**config.mk**
```make
export PLATFORM = sky130hd
export DESIGN_NAME = vga_scanout
export DESIGN_NICKNAME = d
export VERILOG_FILES = /design/src/rtl/vga_pkg.sv /design/src/rtl/vga_timing.sv /design/src/rtl/vga_scanout.sv
export SDC_FILE = /design/constraint.sdc
export NUM_CORES = 1
export LEC_CHECK = 0
export CORE_MARGIN = 2
export CORE_UTILIZATION = 30
export DETAILED_ROUTE_END_ITERATION = 10
export HOLD_SLACK_MARGIN = 0.08
export PLACE_DENSITY = 0.48
export SETUP_SLACK_MARGIN = 0.3
export SYNTH_ARGS = -nofsm -noshare
export SYNTH_HDL_FRONTEND = slang
export SYNTH_SLANG_ARGS = --single-unit
```
**constraint.sdc**
```tcl
create_clock -name clock -period 3.99 [get_ports clock]
set_input_delay 1.197 -clock clock [delete_from_list [all_inputs] [get_ports clock]]
set_output_delay 1.197 -clock clock [all_outputs]
set_load 0.02 [all_outputs]
```
**src/rtl/vga_pkg.sv**
```systemverilog
// rtl/vga_pkg.sv - shared 640x480@60 timing constants, counter types and control bundle for vga_scanout
package vga_pkg;

  // Counter types: both counters fit in 10 bits (max 799 and 524)
  typedef logic [9:0] hcnt_t;
  typedef logic [9:0] vcnt_t;

  // Horizontal timing, in pixel clocks
  localparam hcnt_t H_VISIBLE    = 10'd640;
  localparam hcnt_t H_FRONT      = 10'd16;
  localparam hcnt_t H_SYNC       = 10'd96;
  localparam hcnt_t H_BACK       = 10'd48;
  localparam hcnt_t H_TOTAL      = H_VISIBLE + H_FRONT + H_SYNC + H_BACK;
  localparam hcnt_t H_SYNC_START = H_VISIBLE + H_FRONT;
  localparam hcnt_t H_SYNC_END   = H_SYNC_START + H_SYNC - 10'd1;

  // Vertical timing, in lines
  localparam vcnt_t V_VISIBLE    = 10'd480;
  localparam vcnt_t V_FRONT      = 10'd10;
  localparam vcnt_t V_SYNC       = 10'd2;
  localparam vcnt_t V_BACK       = 10'd33;
  localparam vcnt_t V_TOTAL      = V_VISIBLE + V_FRONT + V_SYNC + V_BACK;
  localparam vcnt_t V_SYNC_START = V_VISIBLE + V_FRONT;
  localparam vcnt_t V_SYNC_END   = V_SYNC_START + V_SYNC - 10'd1;

  // Control signals that travel down the alignment pipeline together
  typedef struct packed {
    logic hsync;
    logic vsync;
    logic active;
    logic frame_start;
  } vga_ctl_t;

  // Idle value of the control bundle: syncs are active-low, so idle high
  localparam vga_ctl_t CTL_IDLE = '{hsync: 1'b1, vsync: 1'b1, active: 1'b0, frame_start: 1'b0};

endpackage

```
**src/rtl/vga_timing.sv**
```systemverilog
// rtl/vga_timing.sv - free-running h/v counters and raw (undelayed) sync/active decode
module vga_timing
  import vga_pkg::*;
(
  input  logic  clock,
  input  logic  reset_n,
  output hcnt_t h,
  output vcnt_t v,
  output logic  h_wrap,
  output logic  hsync_raw,
  output logic  vsync_raw,
  output logic  active_raw,
  output logic  frame_start_raw
);

  hcnt_t h_q, h_d;
  vcnt_t v_q, v_d;
  logic  h_last;
  logic  v_last;

  // Next-count logic: h wraps every line, v advances on the h wrap
  always_comb begin
    h_last = (h_q == H_TOTAL - 10'd1);
    v_last = (v_q == V_TOTAL - 10'd1);
    h_d    = h_last ? '0 : h_q + 10'd1;
    v_d    = v_q;
    if (h_last) begin
      v_d = v_last ? '0 : v_q + 10'd1;
    end
  end

  // Counter registers; reset restarts the frame at (0,0)
  always_ff @(posedge clock or negedge reset_n) begin
    if (!reset_n) begin
      h_q <= '0;
      v_q <= '0;
    end else begin
      h_q <= h_d;
      v_q <= v_d;
    end
  end

  // Raw decode straight from the counters; the top delays these to meet the pixel
  always_comb begin
    hsync_raw       = !((h_q >= H_SYNC_START) && (h_q <= H_SYNC_END));
    vsync_raw       = !((v_q >= V_SYNC_START) && (v_q <= V_SYNC_END));
    active_raw      = (h_q < H_VISIBLE) && (v_q < V_VISIBLE);
    frame_start_raw = (h_q == '0) && (v_q == '0);
  end

  assign h      = h_q;
  assign v      = v_q;
  assign h_wrap = h_last;

endmodule

```
**src/rtl/vga_scanout.sv**
```systemverilog
// rtl/vga_scanout.sv - upscaling framebuffer scanout; VGA_SCANOUT_TESTPAT_EN adds a pattern_sel checkerboard
module vga_scanout
  import vga_pkg::*;
#(
  parameter int DATA_WIDTH  = 1,
  parameter int ADDR_WIDTH  = 15,
  parameter int FB_WIDTH    = 160,
  parameter int FB_HEIGHT   = 120,
  parameter int SCALE_SHIFT = 2
) (
  input  logic                  clock,
  input  logic                  reset_n,
`ifdef VGA_SCANOUT_TESTPAT_EN
  input  logic                  pattern_sel,
`endif
  output logic [ADDR_WIDTH-1:0] read_addr,
  input  logic [DATA_WIDTH-1:0] q,
  output logic                  hsync,
  output logic                  vsync,
  output logic [DATA_WIDTH-1:0] pixel,
  output logic                  video_active,
  output logic                  frame_start
);

  // Framebuffer geometry in address units
  localparam logic [ADDR_WIDTH-1:0] FB_STRIDE = ADDR_WIDTH'(FB_WIDTH);
  localparam logic [ADDR_WIDTH-1:0] FB_LAST   = ADDR_WIDTH'(FB_WIDTH * FB_HEIGHT - 1);
  // A new framebuffer row starts every 2^SCALE_SHIFT screen lines
  localparam vcnt_t SCALE_MASK    = vcnt_t'((1 << SCALE_SHIFT) - 1);
  localparam vcnt_t LAST_VIS_LINE = V_VISIBLE - 10'd1;

  hcnt_t    h;
  vcnt_t    v;
  logic     h_wrap;
  vga_ctl_t ctl_raw;

  vga_timing u_timing (
    .clock           (clock),
    .reset_n         (reset_n),
    .h               (h),
    .v               (v),
    .h_wrap          (h_wrap),
    .hsync_raw       (ctl_raw.hsync),
    .vsync_raw       (ctl_raw.vsync),
    .active_raw      (ctl_raw.active),
    .frame_start_raw (ctl_raw.frame_start)
  );

  logic [ADDR_WIDTH-1:0] line_base_q, line_base_d;
  logic [ADDR_WIDTH-1:0] read_addr_q, read_addr_d;
  logic [ADDR_WIDTH-1:0] next_base;
  logic [ADDR_WIDTH-1:0] fetch_x;
  logic [ADDR_WIDTH-1:0] raw_addr;
  logic                  advance;

  // Address generation: line_base steps by FB_WIDTH instead of multiplying v;
  // blanking fetches the next line's base so its first pixel is ready at h=0
  always_comb begin
    fetch_x = ADDR_WIDTH'(h >> SCALE_SHIFT);
    advance = (((v + 10'd1) & SCALE_MASK) == '0) && (v < LAST_VIS_LINE);
    if (v == V_TOTAL - 10'd1) begin
      next_base = '0;
    end else if (advance) begin
      next_base = line_base_q + FB_STRIDE;
    end else begin
      next_base = line_base_q;
    end
    raw_addr    = ctl_raw.active ? (line_base_q + fetch_x) : next_base;
    // Clamp guards against odd parameter combinations overrunning the buffer
    read_addr_d = (raw_addr > FB_LAST) ? FB_LAST : raw_addr;
    line_base_d = h_wrap ? next_base : line_base_q;
  end

  // Address registers: read_addr trails the counters by one clock
  always_ff @(posedge clock or negedge reset_n) begin
    if (!reset_n) begin
      line_base_q <= '0;
      read_addr_q <= '0;
    end else begin
      line_base_q <= line_base_d;
      read_addr_q <= read_addr_d;
    end
  end

  vga_ctl_t ctl_s1_q, ctl_s1_d;
  vga_ctl_t ctl_s2_q, ctl_s2_d;

  // Alignment pipeline next state: one stage for the address, one for RAM latency
  always_comb begin
    ctl_s1_d = ctl_raw;
    ctl_s2_d = ctl_s1_q;
  end

  // Alignment pipeline registers
  always_ff @(posedge clock or negedge reset_n) begin
    if (!reset_n) begin
      ctl_s1_q <= CTL_IDLE;
      ctl_s2_q <= CTL_IDLE;
    end else begin
      ctl_s1_q <= ctl_s1_d;
      ctl_s2_q <= ctl_s2_d;
    end
  end

  logic [DATA_WIDTH-1:0] pix_src;

`ifdef VGA_SCANOUT_TESTPAT_EN
  logic tile_s1_q, tile_s1_d;
  logic tile_s2_q, tile_s2_d;

  // Checkerboard tile select: 32-pixel screen squares, i.e. 8x8 framebuffer texels
  always_comb begin
    tile_s1_d = h[5] ^ v[5];
    tile_s2_d = tile_s1_q;
  end

  // Tile select travels with the control bundle so it lands on the same pixel
  always_ff @(posedge clock or negedge reset_n) begin
    if (!reset_n) begin
      tile_s1_q <= 1'b0;
      tile_s2_q <= 1'b0;
    end else begin
      tile_s1_q <= tile_s1_d;
      tile_s2_q <= tile_s2_d;
    end
  end

  // Pixel source: test pattern overrides framebuffer data
  always_comb begin
    pix_src = q;
    if (pattern_sel) begin
      pix_src = tile_s2_q ? {DATA_WIDTH{1'b1}} : {DATA_WIDTH{1'b0}};
    end
  end
`else
  // Pixel source: framebuffer data only
  always_comb begin
    pix_src = q;
  end
`endif

  // Output blanking: nothing but black outside the visible area
  always_comb begin
    pixel = ctl_s2_q.active ? pix_src : {DATA_WIDTH{1'b0}};
  end

  assign read_addr    = read_addr_q;
  assign hsync        = ctl_s2_q.hsync;
  assign vsync        = ctl_s2_q.vsync;
  assign video_active = ctl_s2_q.active;
  assign frame_start  = ctl_s2_q.frame_start;

endmodule

```
---- After elaboration in Yosys (flattened, before gate mapping) ----
Cells that the tools add are included.
operators by class
  $add $sub $neg .......................... 4
  order comparisons ....................... 8
  equal/unequal tests ..................... 2
  mux-type cells .......................... 7
  reductions and logical operators ........ 10
operators with widths
  operator                                                          count
  two-way mux 15 bit                                                4
  logical NOT 10 bit                                                3
  adder 10 x 1 -> 10 bit (second input constant)                    2
  == test 10 bit (second input constant)                            2
  < comparator 10 x 9 -> 1 bit (second input constant)              2
  two-way mux 10 bit                                                2
  adder 15 x 8 -> 15 bit                                            1
  adder 15 x 8 -> 15 bit (second input constant)                    1
  > comparator 15 bit (second input constant)                       1
  >= comparator 10 bit (second input constant)                      1
  >= comparator 10 x 9 -> 1 bit (second input constant)             1
  less-or-equal comparator 10 bit (second input constant)           1
  less-or-equal comparator 10 x 9 -> 1 bit (second input constant)  1
  < comparator 10 bit (second input constant)                       1
  logical AND 1 bit                                                 5
  logical NOT 1 bit                                                 2
  two-way mux 1 bit                                                 1
storage, ports and cells
  register bits ........................... 58
  word-level logic and storage cells ...... 43

---- Depth between registers and ports, before layout ----
Gate-level depths: netlist (run 1).
  depth in word-level cells ............... 8
  gate-level depth with buffers ........... 11

---- Modules after synthesis ----
A second synthesis (run 1) with hierarchy kept.
second synthesis, totals
  cells, all modules ...................... 353
  area, all modules ....................... 3395.8 µm²
modules (own cells, without submodules)
  module       times used  cells each  area an instance (µm²)  sequential area each (µm²)
  vga_scanout  1           243         2280.9                  955.9
  vga_timing   1           110         1114.8                  500.5

---- Worst setup path before layout (run 1) ----
Ideal clock, no wire load.
  kind .................................... reg-to-reg
  from .................................... register u_timing.h_q[2] (netlist: u_timing.h[2])
  to ...................................... register read_addr_q[8] (netlist: read_addr[8])
  setup time .............................. 0.120 ns
  arrival time ............................ 2.626 ns
  setup slack ............................. 1.244 ns
  cell stages (with the launch flop) ...... 12
  buffers on the path ..................... 0
  clock period less this slack ............ 2.746 ns
  path through ............................ dfrtp_1 ha_1 inv_1 fa_1 nor2b_1 o2111ai_1 a21oi_1 o21ai_1 a21oi_2 mux2i_4 o211ai_2 and3b_1
on the way
  longest elaborated chain between the ends .. 5
  elaborated cells between the ends (all ways) .. 6
  those cells by class .................... add/sub: 1; order compare: 2; mux: 2; reduce/logical: 1
ends and longest elaborated chain
  element                                                                         RTL line           text
  from (decl)                                                                     vga_timing.sv:16   hcnt_t h_q, h_d;
  from (signal assigned)                                                          vga_timing.sv:35   h_q <= '0;
  from (signal assigned)                                                          vga_timing.sv:38   h_q <= h_d;
  parallel branches: the longest is 2 deep, another holds adder 15 x 8 -> 15 bit  n/a
  two-way mux 15 bit *                                                            vga_scanout.sv:68  raw_addr = ctl_raw.active ? (line_base_q + fetch_x) : next_base;
  > comparator 15 bit                                                             vga_scanout.sv:70  read_addr_d = (raw_addr > FB_LAST) ? FB_LAST : raw_addr;
  two-way mux 15 bit *                                                            vga_scanout.sv:70
  net read_addr_d[8]                                                              vga_scanout.sv:50  logic [ADDR_WIDTH-1:0] read_addr_q, read_addr_d;
  to (signal assigned)                                                            vga_scanout.sv:81  read_addr_q <= read_addr_d;
  to (decl)                                                                       vga_scanout.sv:50
Mark *: on every way through the listed nets, which the timed path passes.
A chain may end at the register's enable or synchronous reset.

---- Worst setup path after layout (run 1) ----
  from .................................... input q
  to ...................................... output pixel
on the way
  longest elaborated chain between the ends .. 1
ends and longest elaborated chain
  element            RTL line            text
  from (decl)        vga_scanout.sv:17   input logic [DATA_WIDTH-1:0] q,
  two-way mux 1 bit  vga_scanout.sv:144  pixel = ctl_s2_q.active ? pix_src : {DATA_WIDTH{1'b0}};
  to (decl)          vga_scanout.sv:20   output logic [DATA_WIDTH-1:0] pixel,
No other way between the ends.

==> metrics.txt, run 1 <==
maximum VDD drop 0.121 mV; Ports 23; main flop type after synthesis dfrtp_1; Max transition margin 41.8%; Slew @ Worst Pin 873 ps; initial antenna violation count 0; DPL Wire Length 5320 um; core area 10,700 um2; gr usage total 14.1%; synth warn 0; Max Slew Vio Count 0; clock tree sinks 58; Die Height 109 um; Area growth syn-to-layout 17.5%; cts hold-fix bufs 0; # DRC 0; average vias per placed instance 5.02; most frequent cells in the layout 54 x dfrtp_1, 45 x nand2_1, 26 x o21ai_0, 22 x nor2_1, 21 x clkdlybuf4s50_1; crit path DAT 2340 ps; diode count 0; Final period util 88.7%; Routed WL per cell 14.6 um; Seq/Total Area, Yosys 44.4%; Startpoint Class primary input; fmax 0.283 GHz; die footprint 11,800 um2; number of port buffers 22; Syn Inst Count 343; Final Instance Area 3860 um2; first-pass GRT wire length 12,800 um; routability congestion estimate 0.845; worst skew pair latency 350 ps; Final Util 35.9%; RSZ-0062 raised after global routing no; root buffer cell clkbuf_8; hold_ws 351 ps; setup TNS 0 ps; post-CTS setup buffers 0; Fillers 1,116; power density over cell area 320 nW/um2; CTS Buffer Depth 2; vias in the first global route 2,490; Synth cell types 60; DRT Wirelength 7440 um; HP Class reg2reg; min Tclk post-route 3540 ps; share of post-route cells with drive strength above 1 10.8%; final hold vios 0; most common cell after layout, fill and taps aside dfrtp_1; CTS tree built; FF+latch count, synth 58; crit path kind in2out; largest net degree at the start of global routing 40; die width 109 um; Maximum Capacitance Violations 0; number of synthesized flops with an enable pin 0; Worst Path Required 2790 ps; Critical Path Fanout Max 1; Clock Skews 11.1 ps; cell taking the most area after synthesis dfrtp_1; clock buffer count from CTS 9; # rows 38; P_leak 1.70 nW; remaining antenna violation count 0; Post-Syn Nets 361; DR pass1 iterations 4; CTS resizes 0; Starting Density 30.6%; Async S/R FF share, synth 100%; Worst-path clk slew 70 ps; placed cell area 3630 um2; 1st-iter DRT viols 103; top post-synthesis cells by area dfrtp_1 41%, ha_1 5.3%, nand2_1 5.1%; final setup vio count 0; status finished, final reports clean; total power 0.00123 W; Post-Syn Area 3280 um2; post-synth top area share 41.2%; grt ovf 0; Vias 2,556; H-tree depth 3; Setup crit end kind output pin; syn_area_per_cell 9.57 um2; Layout Nets 382
power by group:
group	internal [W]	switching (W)	total [W]
clock network	0.000386	0.000246	0.000632
logic	0.00000292	0.0000120	0.0000149
registers	0.000588	0	0.000588
total	0.000977	0.000258	0.00123
flip-flops by register name (all words and copies together), names as in the netlist:
register      cells
ctl_s1_q          4
u_timing.h       10
read_addr        15
line_base_q      15
hsync             1
frame_start       1
u_timing.v       10
video_active      1
vsync             1
per-stage QoR:
stage | setup slack (ps) | instances
6_report | 452 | 509
5_1_grt | 400 | 509
4_1_cts | 445 | 509
3_5_place_dp | 445 | 493
3_3_place_gp | 442 | 493
2_1_floorplan | 1240 | 343
Yosys cell counts (all sizes together) (5+ instances only):
| cell type | count |
|---|---|
| dfrtp | 54 |
| nand2 | 45 |
| o21ai | 28 |
| nor2 | 22 |
| a21oi | 18 |
| nand3 | 17 |
| ha | 14 |
| xnor2 | 12 |
| inv | 10 |
| clkbuf | 9 |
| nand4 | 9 |
| nor3 | 9 |
| xor2 | 9 |
| o31ai | 8 |
| and2 | 6 |
| buf | 6 |
| nand2b | 5 |
critical path, cell delays in order:
cell and delay (ps):
clkdlybuf4s50_1 440, and2_1 110, clkdlybuf4s50_1 590
cell families (layout without fill, tap and decap cells):
group                      count (synthesis)  count (layout)  share of synthesized area [%]
buffers and inverters                     25              51                           3.43
adders and majority gates                 15              15                           5.95
muxes                                      3               3                           1.30
AOI/OAI and AO/OA                         82              82                           17.5
DFF                                       58              58                           44.4
and+or+nand+nor                          139             139                           21.9
xor gates and xnor gates                  21              21                           5.60
final timing paths:
path                                    start             to  slack, ps  depth (start not counted)
min in group asynchronous             reset_n  u_timing.h[9]        960                          1
worst min register to register    ctl_s1_q[1]   video_active        350                          0
worst max register to register  u_timing.h[2]   read_addr[8]        840                         11
worst min-delay path              ctl_s1_q[1]   video_active        350                          0
max in group asynchronous             reset_n   read_addr[9]       2240                          2
worst max-delay path                        q          pixel        450                          3
layer usage:
| metal | wire (um) | share of wire (%) | track usage, % | vias up |
|---|---|---|---|---|
| li1 | - | - | - | 1263 |
| met2 | 3330 | 45 | 21.1 | 69 |
| met1 | 3680 | 49 | 19.6 | 1215 |
| met5 | 0 | 0 | 0 | - |
| met3 | 314 | 4.2 | 3.59 | 9 |
| met4 | 120 | 1.6 | 5.40 | 0 |
area by class of cell:
| class | instances | area (um2) | area share (%) |
|---|---|---|---|
| Sequential cell | 58 | 1460 | 37.8 |
| Clock inverter | 4 | 73.8 | 1.91 |
| Inverter | 10 | 37.5 | 0.973 |
| Tap cell | 140 | 175 | 4.54 |
| Timing Repair Buffer | 25 | 238 | 6.16 |
| Multi-Input combinational cell | 260 | 1720 | 44.6 |
| Clock buffer | 12 | 155 | 4.02 |
Power figures use the tool's default switching activity.
==> inputs of run 2 (changes only) <==
--- a/config.mk
+++ b/config.mk
@@ -5,11 +5,14 @@
 export SDC_FILE = /design/constraint.sdc
 export NUM_CORES = 1
 export LEC_CHECK = 0
+export CELL_PAD_IN_SITES_DETAIL_PLACEMENT = 1
+export CELL_PAD_IN_SITES_GLOBAL_PLACEMENT = 1
 export CORE_MARGIN = 2
-export CORE_UTILIZATION = 30
+export CORE_UTILIZATION = 49
 export DETAILED_ROUTE_END_ITERATION = 10
+export GPL_TIMING_DRIVEN = 0
 export HOLD_SLACK_MARGIN = 0.08
-export PLACE_DENSITY = 0.48
+export PLACE_DENSITY = 0.86
 export SETUP_SLACK_MARGIN = 0.3
 export SYNTH_ARGS = -nofsm -noshare
 export SYNTH_HDL_FRONTEND = slang
==> run 2 against run 1 <==
Compared with the run above:
- the flow now finishes with violations (design-rule violations)
- core utilization up 23 points
- non-clock buffer count up 13
- worst hold slack lost 2.2 ps
- critical path depth unchanged
- design area shrank 1.1%
- sequential power hardly changed
- power is 5.9% lower
- cell count shrank 9.8%
- die area fell by 38%
- sequential share of layout area rose by 0.43 points
- count of clock-buffer cells in the layout up 2
- highest routed layer unchanged
==> metrics.txt, run 2 (synthesis results as in run 1) <==
remaining antenna violation count 0 (unchanged); cts hold-fix bufs 0 (unchanged); die footprint 7370 um2 (-38%); power density over cell area 305 nW/um2 (-4.8%); Startpoint Class primary input; multi-input combinational cell area 1710 um2 (-0.36%); first-pass GRT wire length 14,600 um (+14%); P_leak 1.72 nW (+1.1%); number of port buffers 22 (unchanged); Die Height 85.9 um (-21%); critical path, cell by cell clkdlybuf4s50_1, and2_1, clkdlybuf4s50_1; Most common cell on crit path clkdlybuf4s50_1; crit path DAT 2360 ps (+20 ps); CTS Buffer Depth 2 (unchanged); Maximum Capacitance Violations 0 (unchanged); RSZ-0062 raised after global routing no; Slew @ Worst Pin 588 ps (-285 ps); Worst path slowest cell clkdlybuf4s50_1; H-tree depth 3 (unchanged); Ports 23 (unchanged); reg2reg path depth 11 (unchanged); clock tree sinks 58 (unchanged); clock buffer count from CTS 9 (unchanged); hold_ws 349 ps (-2.22 ps); worst skew pair latency 350 ps (about the same); Starting Density 51.1% (+21 points); diode count 0 (unchanged); final hold vios 0 (unchanged); DPL Wire Length 5910 um (+11%); fmax 0.281 GHz (-0.64%); root buffer cell clkbuf_8; RR Endpoint read_addr[8]; routability congestion estimate 0.823 (-2.6%); core area 6420 um2 (-40%); die width 85.9 um (-21%); hold path depth 0 (unchanged); DRT Wirelength 8450 um (+14%); # DRC 4 (+4); Routed WL per cell 18.4 um (+26%); # rows 29 (-24%); setup TNS 0 ps (unchanged); average vias per placed instance 5.99 (+19%); Setup crit end kind output pin; Levels on crit path 3 (unchanged); Hold Path Origin ctl_s1_q[1]; Worst Path Required 2790 ps (about the same); register area 1460 um2 (unchanged); most frequent cells in the layout 54 x dfrtp_1, 45 x nand2_1, 26 x o21ai_0, 22 x nor2_1, 21 x clkdlybuf4s50_1; WP buf/inv 2 (unchanged); Inst Count DP 443 (-10%); HP Class reg2reg; Layout Nets 395 (+3.4%); Vias 2,748 (+7.5%); share of post-route cells with drive strength above 1 10.5% (-0.37 points); Fillers 724 (-35%); DR pass1 iterations 8 (+4); final setup vio count 0 (unchanged); vias in the first global route 2,924 (+17%); gr usage total 25.6% (+12 points); Worst-path clk slew 60 ps (about the same); maximum VDD drop 0.195 mV (+61%); CTS tree built; RR Startpoint u_timing.h[2]; Top delay family on crit path buffers and inverters; crit path kind in2out; largest net degree at the start of global routing 38 (-5.0%); Clock Skews 9.46 ps (-1.61 ps); min Tclk post-route 3560 ps (+22.9 ps); grt ovf 0 (unchanged); Final period util 89.2% (+0.57 points); Max Slew Vio Count 0 (unchanged); status finished, violations left; Critical Path Fanout Max 1 (unchanged); post-CTS setup buffers 0 (unchanged); fin cells 459 (-9.8%); most common cell after layout, fill and taps aside dfrtp_1; Worst Hold End video_active; Area growth syn-to-layout 16.1%; failing checks design-rule violations; Max transition margin 60.8% (+19 points); initial antenna violation count 0 (unchanged); Reg2Reg Setup Slack 640 ps (-200 ps); crit-path max cell delay 590 ps (about the same); 1st-iter DRT viols 158 (+53%); CTS resizes 0 (unchanged)
run 2: cell count changes in the layout (fill, tap and decap cells not counted), moves of 2 or more:
cell	previous run	this run
buf_2	1	4
buf_6	0	2
clkbuf_1	1	12
buf_4	3	0
run 2: how the worst max path moves through the flow:
stage             startpoint            end  slack, ps
2_1_floorplan  u_timing.h[2]   read_addr[8]       1240
3_3_place_gp         reset_n  u_timing.v[8]        -70
3_5_place_dp               q          pixel        420
4_1_cts                    q          pixel        410
5_1_grt                    q          pixel        390
6_report                   q          pixel        430
run 2: worst reg2reg max path: stages, from the launching register on:
cell and delay, ps:
dfrtp_1 460, ha_1 210, inv_1 60, fa_1 410, nor2b_1 170, o2111ai_1 160
a21oi_1 340, o21ai_1 230, a21oi_2 320, mux2i_4 360, o211ai_2 270, and3b_1 250
run 2: per-layer routing:
layer / global-route usage, % / wire length (um) / up-vias / part of all wire [%]
met5: 0 / 0 / - / 0
met4: 8.51 / 142 / 0 / 1.7
met3: 5.39 / 306 / 15 / 3.6
met2: 43.6 / 4190 / 56 / 50
met1: 32.7 / 3810 / 1380 / 45
li1: - / - / 1297 / -
run 2: final cells by class:
type	count	area share (%)
Inverter	10	0.985
Multi-Input combinational cell	260	45.0
Sequential cell	58	38.2
Tap cell	77	2.53
Clock buffer	14	4.27
Timing Repair Buffer	23	6.17
Clock inverter	2	0.919
Buffer	15	1.97
run 2: metrics by stage:
step	worst slack [ps]	area [um2]	utilization (%)	power [W]
finish	429	3810	59.4	0.00116
detailed placement	417	3610	56.3	0.000617
global placement	-70.8	3600	56.0	0.000615
global route	393	3810	59.4	0.00120
CTS	411	3810	59.4	0.00118
floorplan	1240	3280	-	0.000600
run 2: power by group:
group	internal (W)	switching [W]	total (W)	leakage [nW]
Sequential	0.000588	0	0.000588	0.761
Clock	0.000322	0.000234	0.000556	0.101
Combinational	0.00000427	0.0000127	0.0000169	0.860
Total	0.000915	0.000247	0.00116	1.72
